--- config.mk ---
export PLATFORM = sky130hd
export DESIGN_NAME = csa_accumulator_flat
export DESIGN_NICKNAME = d
export VERILOG_FILES = /design/src/rtl/csa_acc_pkg.sv /design/src/rtl/csa_acc_if.sv /design/src/rtl/csa_accumulator_rca_chunk.sv /design/src/rtl/csa_accumulator.sv /design/src/flat_wrapper.sv
export SDC_FILE = /design/constraint.sdc
export NUM_CORES = 1
export LEC_CHECK = 0
export ABC_AREA = 1
export BUFFER_PORTS_ARGS = -buffer_cell sky130_fd_sc_hd__buf_2
export CORE_ASPECT_RATIO = 2
export CORE_MARGIN = 3
export CORE_UTILIZATION = 40
export CTS_BUF_LIST = sky130_fd_sc_hd__clkbuf_4
export DETAILED_ROUTE_END_ITERATION = 16
export PLACE_DENSITY = 0.57
export RECOVER_POWER = 100
export SLEW_MARGIN = 30
export SYNTH_ARGS = -nofsm -noshare
export SYNTH_HDL_FRONTEND = slang
export SYNTH_HIERARCHICAL = 1
export SYNTH_SLANG_ARGS = --single-unit
--- constraint.sdc ---
create_clock -name clk -period 8 [get_ports clk]
set_input_delay 0.8 -clock clk [delete_from_list [all_inputs] [get_ports clk]]
set_output_delay 0.8 -clock clk [all_outputs]
set_load 0.005 [all_outputs]
--- src/rtl/csa_acc_pkg.sv ---
// Shared types and elaboration helpers for the carry-save streaming accumulator.
package csa_acc_pkg;

    typedef enum logic [1:0] {
        IDLE    = 2'd0,
        ACCUM   = 2'd1,
        RESOLVE = 2'd2,
        OUT     = 2'd3
    } acc_state_e;

    // Number of resolve cycles: one ripple slice per cycle.
    function automatic int unsigned calc_k(input int unsigned acc_w, input int unsigned chunk_w);
        return acc_w / chunk_w;
    endfunction

    // Legal configuration: whole number of slices and room for a full operand.
    function automatic bit cfg_ok(input int unsigned data_w, input int unsigned acc_w,
                                  input int unsigned chunk_w);
        return (chunk_w != 0) && ((acc_w % chunk_w) == 0) && (acc_w >= data_w);
    endfunction

endpackage

--- src/rtl/csa_acc_if.sv ---
// Operand (producer) and result (consumer) valid/ready channels of csa_accumulator.
interface csa_acc_if #(
    parameter int unsigned DATA_W = 8,
    parameter int unsigned ACC_W  = 12
) ();

    logic              in_valid;
    logic              in_ready;
    logic [DATA_W-1:0] in_data;
    logic              in_last;
    logic              out_valid;
    logic              out_ready;
    logic [ACC_W-1:0]  out_sum;
    logic              out_ovf;

    // Producer/consumer side
    modport master (
        output in_valid, in_data, in_last, out_ready,
        input  in_ready, out_valid, out_sum, out_ovf
    );

    // Accumulator side
    modport slave (
        input  in_valid, in_data, in_last, out_ready,
        output in_ready, out_valid, out_sum, out_ovf
    );

endinterface

--- src/rtl/csa_accumulator_rca_chunk.sv ---
// Parametrised CHUNK_W-bit ripple-carry adder slice built from full-adder cells.
module rca_chunk #(
    parameter int unsigned CHUNK_W = 4
) (
    input  logic [CHUNK_W-1:0] a,
    input  logic [CHUNK_W-1:0] b,
    input  logic               cin,
    output logic [CHUNK_W-1:0] sum,
    output logic               cout
);

    logic [CHUNK_W:0] cy;

    assign cy[0] = cin;

    for (genvar i = 0; i < CHUNK_W; i++) begin : g_fa
        assign sum[i]  = a[i] ^ b[i] ^ cy[i];
        assign cy[i+1] = (a[i] & b[i]) | (a[i] & cy[i]) | (b[i] & cy[i]);
    end

    assign cout = cy[CHUNK_W];

endmodule

--- src/rtl/csa_accumulator.sv ---
// Streaming carry-save multi-operand accumulator with a chunked multi-cycle final adder.
// Optional overflow sticky / out_ovf reporting: define CSA_ACC_OVF_EN.
module csa_accumulator
    import csa_acc_pkg::*;
#(
    parameter int unsigned DATA_W  = 8,
    parameter int unsigned ACC_W   = 12,
    parameter int unsigned CHUNK_W = 4
) (
    input  logic     clk,
    input  logic     rst_n,
    csa_acc_if.slave bus
);

    localparam int unsigned K     = calc_k(ACC_W, CHUNK_W);
    localparam int unsigned IDX_W = (K > 1) ? $clog2(K) : 1;

    if (!cfg_ok(DATA_W, ACC_W, CHUNK_W)) begin : g_cfg_bad
        $error("csa_accumulator: ACC_W must be a multiple of CHUNK_W and >= DATA_W");
    end

    acc_state_e         state;
    logic [ACC_W-1:0]   s_q;
    logic [ACC_W-1:0]   c_q;
    logic [ACC_W-1:0]   sum_q;
    logic [IDX_W-1:0]   idx;
    logic               carry;
    logic               in_ready_q;
    logic               out_valid_q;

    logic               accept;
    logic               last_chunk;
    logic [ACC_W-1:0]   op;
    logic [ACC_W-1:0]   s_next;
    logic [ACC_W-1:0]   c_next;
    logic [CHUNK_W-1:0] chunk_a;
    logic [CHUNK_W-1:0] chunk_b;
    logic [CHUNK_W-1:0] chunk_sum;
    logic               chunk_cout;

    assign accept     = bus.in_valid & in_ready_q;
    assign last_chunk = (idx == IDX_W'(K - 1));
    assign op         = ACC_W'(bus.in_data);
    assign s_next     = s_q ^ c_q ^ op;

`ifdef CSA_ACC_OVF_EN
    logic [ACC_W-1:0] maj;
    assign maj    = (s_q & c_q) | (s_q & op) | (c_q & op);
    assign c_next = {maj[ACC_W-2:0], 1'b0};
`else
    // The top majority bit only feeds overflow, so it is not formed at all here.
    logic [ACC_W-2:0] maj_lo;
    assign maj_lo = (s_q[ACC_W-2:0] & c_q[ACC_W-2:0]) |
                    (s_q[ACC_W-2:0] & op[ACC_W-2:0])  |
                    (c_q[ACC_W-2:0] & op[ACC_W-2:0]);
    assign c_next = {maj_lo, 1'b0};
`endif

    assign chunk_a = s_q[32'(idx) * CHUNK_W +: CHUNK_W];
    assign chunk_b = c_q[32'(idx) * CHUNK_W +: CHUNK_W];

    rca_chunk #(
        .CHUNK_W (CHUNK_W)
    ) u_rca_chunk (
        .a    (chunk_a),
        .b    (chunk_b),
        .cin  (carry),
        .sum  (chunk_sum),
        .cout (chunk_cout)
    );

    // Control FSM with compress datapath and chunk-by-chunk resolve.
    always_ff @(posedge clk or negedge rst_n) begin
        if (!rst_n) begin
            state       <= IDLE;
            s_q         <= '0;
            c_q         <= '0;
            sum_q       <= '0;
            idx         <= '0;
            carry       <= 1'b0;
            in_ready_q  <= 1'b0;
            out_valid_q <= 1'b0;
        end else begin
            case (state)
                IDLE, ACCUM: begin
                    in_ready_q <= 1'b1;
                    if (accept) begin
                        s_q <= s_next;
                        c_q <= c_next;
                        if (bus.in_last) begin
                            state      <= RESOLVE;
                            in_ready_q <= 1'b0;
                        end else begin
                            state <= ACCUM;
                        end
                    end
                end
                RESOLVE: begin
                    sum_q[32'(idx) * CHUNK_W +: CHUNK_W] <= chunk_sum;
                    if (last_chunk) begin
                        idx         <= '0;
                        carry       <= 1'b0;
                        out_valid_q <= 1'b1;
                        state       <= OUT;
                    end else begin
                        idx   <= idx + IDX_W'(1);
                        carry <= chunk_cout;
                    end
                end
                OUT: begin
                    if (bus.out_ready) begin
                        s_q         <= '0;
                        c_q         <= '0;
                        idx         <= '0;
                        carry       <= 1'b0;
                        out_valid_q <= 1'b0;
                        in_ready_q  <= 1'b1;
                        state       <= IDLE;
                    end
                end
                default: state <= IDLE;
            endcase
        end
    end

`ifdef CSA_ACC_OVF_EN
    logic sticky;
    logic ovf_q;

    // Sticky collects carries dropped by compression plus the final resolve carry-out.
    always_ff @(posedge clk or negedge rst_n) begin
        if (!rst_n) begin
            sticky <= 1'b0;
            ovf_q  <= 1'b0;
        end else begin
            if ((state == IDLE || state == ACCUM) && accept) begin
                sticky <= sticky | maj[ACC_W-1];
            end else if (state == RESOLVE && last_chunk) begin
                sticky <= sticky | chunk_cout;
                ovf_q  <= sticky | chunk_cout;
            end else if (state == OUT && bus.out_ready) begin
                sticky <= 1'b0;
            end
        end
    end

    assign bus.out_ovf = ovf_q;
`else
    assign bus.out_ovf = 1'b0;
`endif

    assign bus.in_ready  = in_ready_q;
    assign bus.out_valid = out_valid_q;
    assign bus.out_sum   = sum_q;

endmodule
--- src/flat_wrapper.sv ---
// flat-port wrapper written by rule: the top's interface ports become plain ports
module csa_accumulator_flat import csa_acc_pkg::*;
#(
    parameter int unsigned DATA_W  = 8,
    parameter int unsigned ACC_W   = 12,
    parameter int unsigned CHUNK_W = 4
)
  (clk, rst_n, bus_in_valid, bus_in_data, bus_in_last, bus_out_ready, bus_in_ready, bus_out_valid, bus_out_sum, bus_out_ovf);
  csa_acc_if #(.DATA_W(DATA_W), .ACC_W(ACC_W)) bus_i ();
  input  logic clk;
  input  logic rst_n;
  input wire logic [$bits(bus_i.in_valid)-1:0] bus_in_valid;
  input wire logic [$bits(bus_i.in_data)-1:0] bus_in_data;
  input wire logic [$bits(bus_i.in_last)-1:0] bus_in_last;
  input wire logic [$bits(bus_i.out_ready)-1:0] bus_out_ready;
  output wire logic [$bits(bus_i.in_ready)-1:0] bus_in_ready;
  output wire logic [$bits(bus_i.out_valid)-1:0] bus_out_valid;
  output wire logic [$bits(bus_i.out_sum)-1:0] bus_out_sum;
  output wire logic [$bits(bus_i.out_ovf)-1:0] bus_out_ovf;
  assign bus_i.in_valid = bus_in_valid;
  assign bus_i.in_data = bus_in_data;
  assign bus_i.in_last = bus_in_last;
  assign bus_i.out_ready = bus_out_ready;
  assign bus_in_ready = bus_i.in_ready;
  assign bus_out_valid = bus_i.out_valid;
  assign bus_out_sum = bus_i.out_sum;
  assign bus_out_ovf = bus_i.out_ovf;
  csa_accumulator #(.DATA_W(DATA_W), .ACC_W(ACC_W), .CHUNK_W(CHUNK_W)) u_core (.clk(clk), .rst_n(rst_n), .bus(bus_i));
endmodule
Yosys cells after proc, flatten, opt, wreduce, memory -nomap -nowiden
Index checks and enable logic that the tools add are counted.

Muxes and demuxes: 22. Add/subtract/negate cells: 2. Bitwise gates (word level): 36. Eq/ne operators: 7. Reduce and logical (&&, ||, !) cells: 9. Shift-type cells: 4.

Operators with widths (number): $pmux W12 S2 (2); $mux W12 (3); $neg A4 Y34 (1); $shift A4 B34 Y12 const A (1); $shiftx A4 B34 Y12 (1); $shiftx A12 B5 Y4 (2); $and A11 B8 Y11 (2); $or A11 B11 Y11 (2); $and A1 B1 Y1 (13); $bwmux W12 (1); $xor A12 B12 Y12 (1); $xor A12 B8 Y12 (1); $and A11 B11 Y11 (1); $mux W2 (5); $reduce_and A3 Y1 (3); $or A1 B1 Y1 (8); $xor A1 B1 Y1 (8); $eq A2 B2 Y1 const B (3); $mux W1 (6); $pmux W1 S2 (3); $pmux W2 S3 (1); $ne A2 B1 Y1 const B (2); $pmux W2 S2 (1); $reduce_and A2 Y1 (2); 6 further kinds (7).

Register bits: 43. Word-level logic and storage cells: 88. Input bits: 13. Output and inout port bits: 15.

Depth between registers and ports, before layout
Word-level depth: 15. Gate-level depth with buffers: 14. Mapped depth without buffers: 13.

By module
The synthesis kept the hierarchy.

Modules (own cells, without submodules): csa_accumulator (times used 1, cells each 309, area each 2391.0 µm²); rca_chunk (times used 1, cells each 14, area each 117.6 µm²).

Worst setup path before layout
No wires, ideal clock.

Kind: flip-flop to flip-flop. From: register u_core.idx[0]. To: register u_core.sum_q[11], in the netlist u_core/bus.out_sum[11]. Arrival time: 2.566 ns. Clock period less this slack: 2.631 ns. Library setup time: 0.065 ns. Stages on the path, launching flop included: 15. Setup slack: 5.369 ns. Data required time: 7.935 ns. Path through: dfrtp_1 -> clkinv_1 -> buf_2 -> nand3_1 -> o21ai_0 -> inv_1 -> fa_1 -> inv_1 -> fa_1 -> fa_1 -> inv_1 -> fa_1 -> inv_1 -> nand3_1 -> nand2_1.

Longest elaborated chain between the ends: 13.

Ends and longest elaborated chain: from (decl) (line csa_accumulator.sv:26) `logic [IDX_W-1:0] idx;`; from (signal assigned) (line csa_accumulator.sv:106) `idx <= idx + IDX_W'(1);`; $shiftx A12 B5 Y4 (*) (line csa_accumulator.sv:59) `assign chunk_a = s_q[32'(idx) * CHUNK_W +: CHUNK_W];`; via u_core.chunk_a[0] (line csa_accumulator.sv:36) `logic [CHUNK_W-1:0] chunk_a;`; $and A1 B1 Y1 (line csa_accumulator_rca_chunk.sv:18) `assign cy[i+1] = (a[i] & b[i]) | (a[i] & cy[i]) | (b[i] & cy[i]);`; $or A1 B1 Y1 (*) (2 in series) (line csa_accumulator_rca_chunk.sv:18); $and A1 B1 Y1 (line csa_accumulator_rca_chunk.sv:18); $or A1 B1 Y1 (line csa_accumulator_rca_chunk.sv:18); $or A1 B1 Y1 (*) (line csa_accumulator_rca_chunk.sv:18); $and A1 B1 Y1 (line csa_accumulator_rca_chunk.sv:18); $or A1 B1 Y1 (line csa_accumulator_rca_chunk.sv:18); $or A1 B1 Y1 (*) (line csa_accumulator_rca_chunk.sv:18); $xor A1 B1 Y1 (*) (line csa_accumulator_rca_chunk.sv:17) `assign sum[i] = a[i] ^ b[i] ^ cy[i];`; via u_core.chunk_sum[3] (line csa_accumulator.sv:38) `logic [CHUNK_W-1:0] chunk_sum;`; $shiftx A4 B34 Y12 (*) (line csa_accumulator.sv:99) `sum_q[32'(idx) * CHUNK_W +: CHUNK_W] <= chunk_sum;`; $bwmux W12 (*) (line csa_accumulator.sv:99); to (signal, indexed assignment) (line csa_accumulator.sv:99); to (decl) (line csa_accumulator.sv:25) `logic [ACC_W-1:0] sum_q;`.

Mark *: on every way through the listed nets, which the timed path passes. The rest lies on a longest branch. A chain may end at the register's enable or synchronous reset.

Worst setup path in the final report
From: register u_core.state[1]. To: register u_core.s_q[7].

Longest elaborated chain between the ends: 4.

Ends and longest elaborated chain: from (decl) (line csa_accumulator.sv:22) `acc_state_e state;`; from (signal assigned) (line csa_accumulator.sv:75) `state <= IDLE;`; from (signal assigned) (line csa_accumulator.sv:91) `state <= RESOLVE;`; from (signal assigned) (line csa_accumulator.sv:94) `state <= ACCUM;`; $eq A2 B1 Y1 or $logic_not A2 Y1 (tied branches) (line csa_accumulator.sv:84) `case (state)`; $reduce_or A2 Y1 (line csa_accumulator.sv:84); $ne A2 B1 Y1 (no line) or $reduce_bool A2 Y1 (tied branches); $reduce_and A3 Y1 (no line); to (signal assigned) (line csa_accumulator.sv:88) `s_q <= s_next;`; to (decl) (line csa_accumulator.sv:23) `logic [ACC_W-1:0] s_q;`.

Parallel ways exist; a longest one is shown, timed or not.

==> metrics.txt <==
crit path time final 3.27 ns; failing checks max-capacitance violations, max-slew violations; Worst Setup Slack, final 4.73 ns; drt first pass iters 4; fmax 0.306 GHz; Worst Setup SP u_core/state[1]; WL/cell 13.3 um; first-pass GRT wire length 9690 um; Worst Path Class, Setup reg -> reg; delay of the slowest critical-path stage 1.04 ns; initial core utilization 41.4%; share of layout cells above drive strength 1 7.87%; CP endpoint kind flip-flop; root buf cell clkbuf_4; status complete, but fails checks; core area 6060 um2; die height 118 um; HPWL Detailed 4210 um; MaxCap Viol Count 1; Post-Syn Area 2510 um2; Reg power frac 39.8%; Mapped Cells 323; RSZ-0062 raised after global routing false; Worst VDD drop 0.000133 V; Routed Antenna Nets 0; count of state elements after synthesis 42; post-synth top area share 41.9%; Synth-to-Final Area Change 7.38%; Max FO, Critical Path 29; Worst Skew 0.00834 ns; PwrDens 349 nW/um2; Post-synth EDFFs 0; Setup violations, final 0; total power 0.000941 W; setup slack, reg-to-reg 4.73 ns; Final Hold Vio Count 0; Mapped Nets 356; largest net degree at the start of global routing 43; DRT Wirelength 5680 um; CTS sink count 42; CTS tree done; clk_lat worst skew 0.37 ns; RePlAce Congestion 0.898; CP delay by family, top simple AND/OR/NAND/NOR gates; period utilisation layout 40.9%; Final Max Slew Viols 43; syn_area_per_cell 7.77 um2; initial drt markers 104; Psw 0.000467 W; hold buffer count at cts 0; Worst R2R Start u_core/state[1]; clk slew on worst S/H paths 0.12 ns; Sw Ratio 49.6%; Worst path slowest cell dfrtp_1; register area share after synthesis 41.9%; Die Wd 62 um; WP buf/inv 1; area leader, netlist dfrtp_1; Leak 1.49 nW; vias in the first global route 2029; ys flop type dfrtp_1; Site Rows 40; most common cell in the synthesized netlist nand2_1; Clk pwr share 11.7%; initial antenna violation count 0; reg2reg path depth 5; worst path required time 8.26 ns; DRC Markers 0; Critical Path Stages 5; Hold Crit Depth 2; pre-CTS setup slack 4.81 ns; total die area 7320 um2; crit path to u_core/s_q[7]; Comb power frac 48.6%; post-cts repair resize count 0; vias 2015; # Post-CTS Setup Buffers 0; htree depth 2; Longest Clk Path Bufs 2; cell total after placement 420; Nets 376; Worst Tran Pin Value 2.29 ns; vias per cell 4.72; final setup TNS 0 ns; most used cell, CP nand2_1; gr usage total 18.0%; Worst R2R End u_core/s_q[7]; I/O pins 28; GR Overflow Total 0; leading post-synthesis cells by cell area dfrtp_1 (42%), nand2_1 (14%), nand3_1 (9.0%); startpoint types flip-flop; Ant. Diodes 0; worst hold path class reg -> reg; top cells by count, synth nand2_1 (95), nand3_1 (45), inv_1 (44), dfrtp_1 (42), nor2_1 (34); Pint 0.000474 W; CP arrival 3.54 ns; asr flop ratio synth 100%; CP Cell Sequence inv_1 -> nand2_1 -> nand3_1 -> nand2_1 -> nand2_1; Slew Limit Headroom -52.8%; Synth cell types 22; Non-Filler Instances 427; yosys warns 6; port bufs 26; CTS Buf Count 5
-- power groups by stage --
stage / Clock (W) / Sequential (W) / Combinational [W]
3_5_place_dp: 0 / 0.000380 / 0.000467
5_1_grt: 0.000124 / 0.000390 / 0.000537
6_report: 0.000110 / 0.000374 / 0.000457
4_1_cts: 0.000114 / 0.000376 / 0.000469
2_1_floorplan: 0 / 0.000333 / 0.000390
3_3_place_gp: 0 / 0.000379 / 0.000462
-- sequential cells by signal, summed over array words and instances (netlist names) --
| signal | flops |
|---|---|
| u_core/bus.out_sum | 12 |
| u_core/carry | 1 |
| u_core/s_q | 12 |
| u_core/bus.in_ready | 1 |
| u_core/state | 2 |
| u_core/c_q | 11 |
| u_core/bus.out_valid | 1 |
| u_core/idx | 2 |
-- layout make-up --
type / instances / area [um2]
Timing Repair Buffer: 26 / 118
Sequential cell: 42 / 1050
Tap cell: 84 / 105
Clock buffer: 7 / 52.6
Fill cell: 651 / 3360
Multi-Input combinational cell: 221 / 1190
Inverter: 47 / 176
-- how the worst min path moves through the flow --
stage                           from               endpoint  slack [ns]
3_5_place_dp   u_core/bus.out_sum[6]  u_core/bus.out_sum[6]        0.46
5_1_grt        u_core/bus.out_sum[8]  u_core/bus.out_sum[8]        0.50
6_report       u_core/bus.out_sum[8]  u_core/bus.out_sum[8]        0.48
4_1_cts        u_core/bus.out_sum[6]  u_core/bus.out_sum[6]        0.49
3_3_place_gp   u_core/bus.out_sum[6]  u_core/bus.out_sum[6]        0.46
2_1_floorplan          u_core/s_q[0]          u_core/s_q[0]        0.46
-- per-stage QoR --
stage,utilization [%],cell area [um2],hold slack (ns)
finish,44.5,2690,0.483
detailed placement,44.0,2660,0.461
global route,44.5,2690,0.502
global placement,44.0,2660,0.457
CTS,44.9,2720,0.490
floorplan,-,2510,0.462
-- worst register-to-register path: stages, from the launching register on --
cell	delay (ns)
dfrtp_1	1.04
inv_1	0.18
nand2_1	0.71
nand3_1	0.91
nand2_1	0.25
nand2_1	0.07
-- layer usage --
layer	vias to the layer above	share of wire, %	global-route usage [%]
met1	944	39	19.9
met4	0	2.2	7.30
met5	-	0	0
li1	1026	-	-
met2	36	56	30.8
met3	9	3.4	4.28
-- cell families after synthesis --
family | Yosys count | synth area share (%)
adders and majority gates | 20 | 13.3
DFF | 42 | 41.9
buffers and inverters | 60 | 10.3
AOI/OAI and AO/OA | 20 | 4.24
other | 1 | 0.149
and+or+nand+nor | 180 | 30.2
-- cells in the final DEF (no fill, tap or decap), types with 2 or more instances in the layout --
cell type	n
clkbuf_4	7
nand3_1	46
buf_2	16
o21ai_0	18
nor2_1	35
ha_1	9
clkbuf_1	10
dfrtp_1	42
inv_1	44
fa_1	11
nand2_1	95
inv_2	2
No activity file was read; power rests on OpenSTA's default activity.
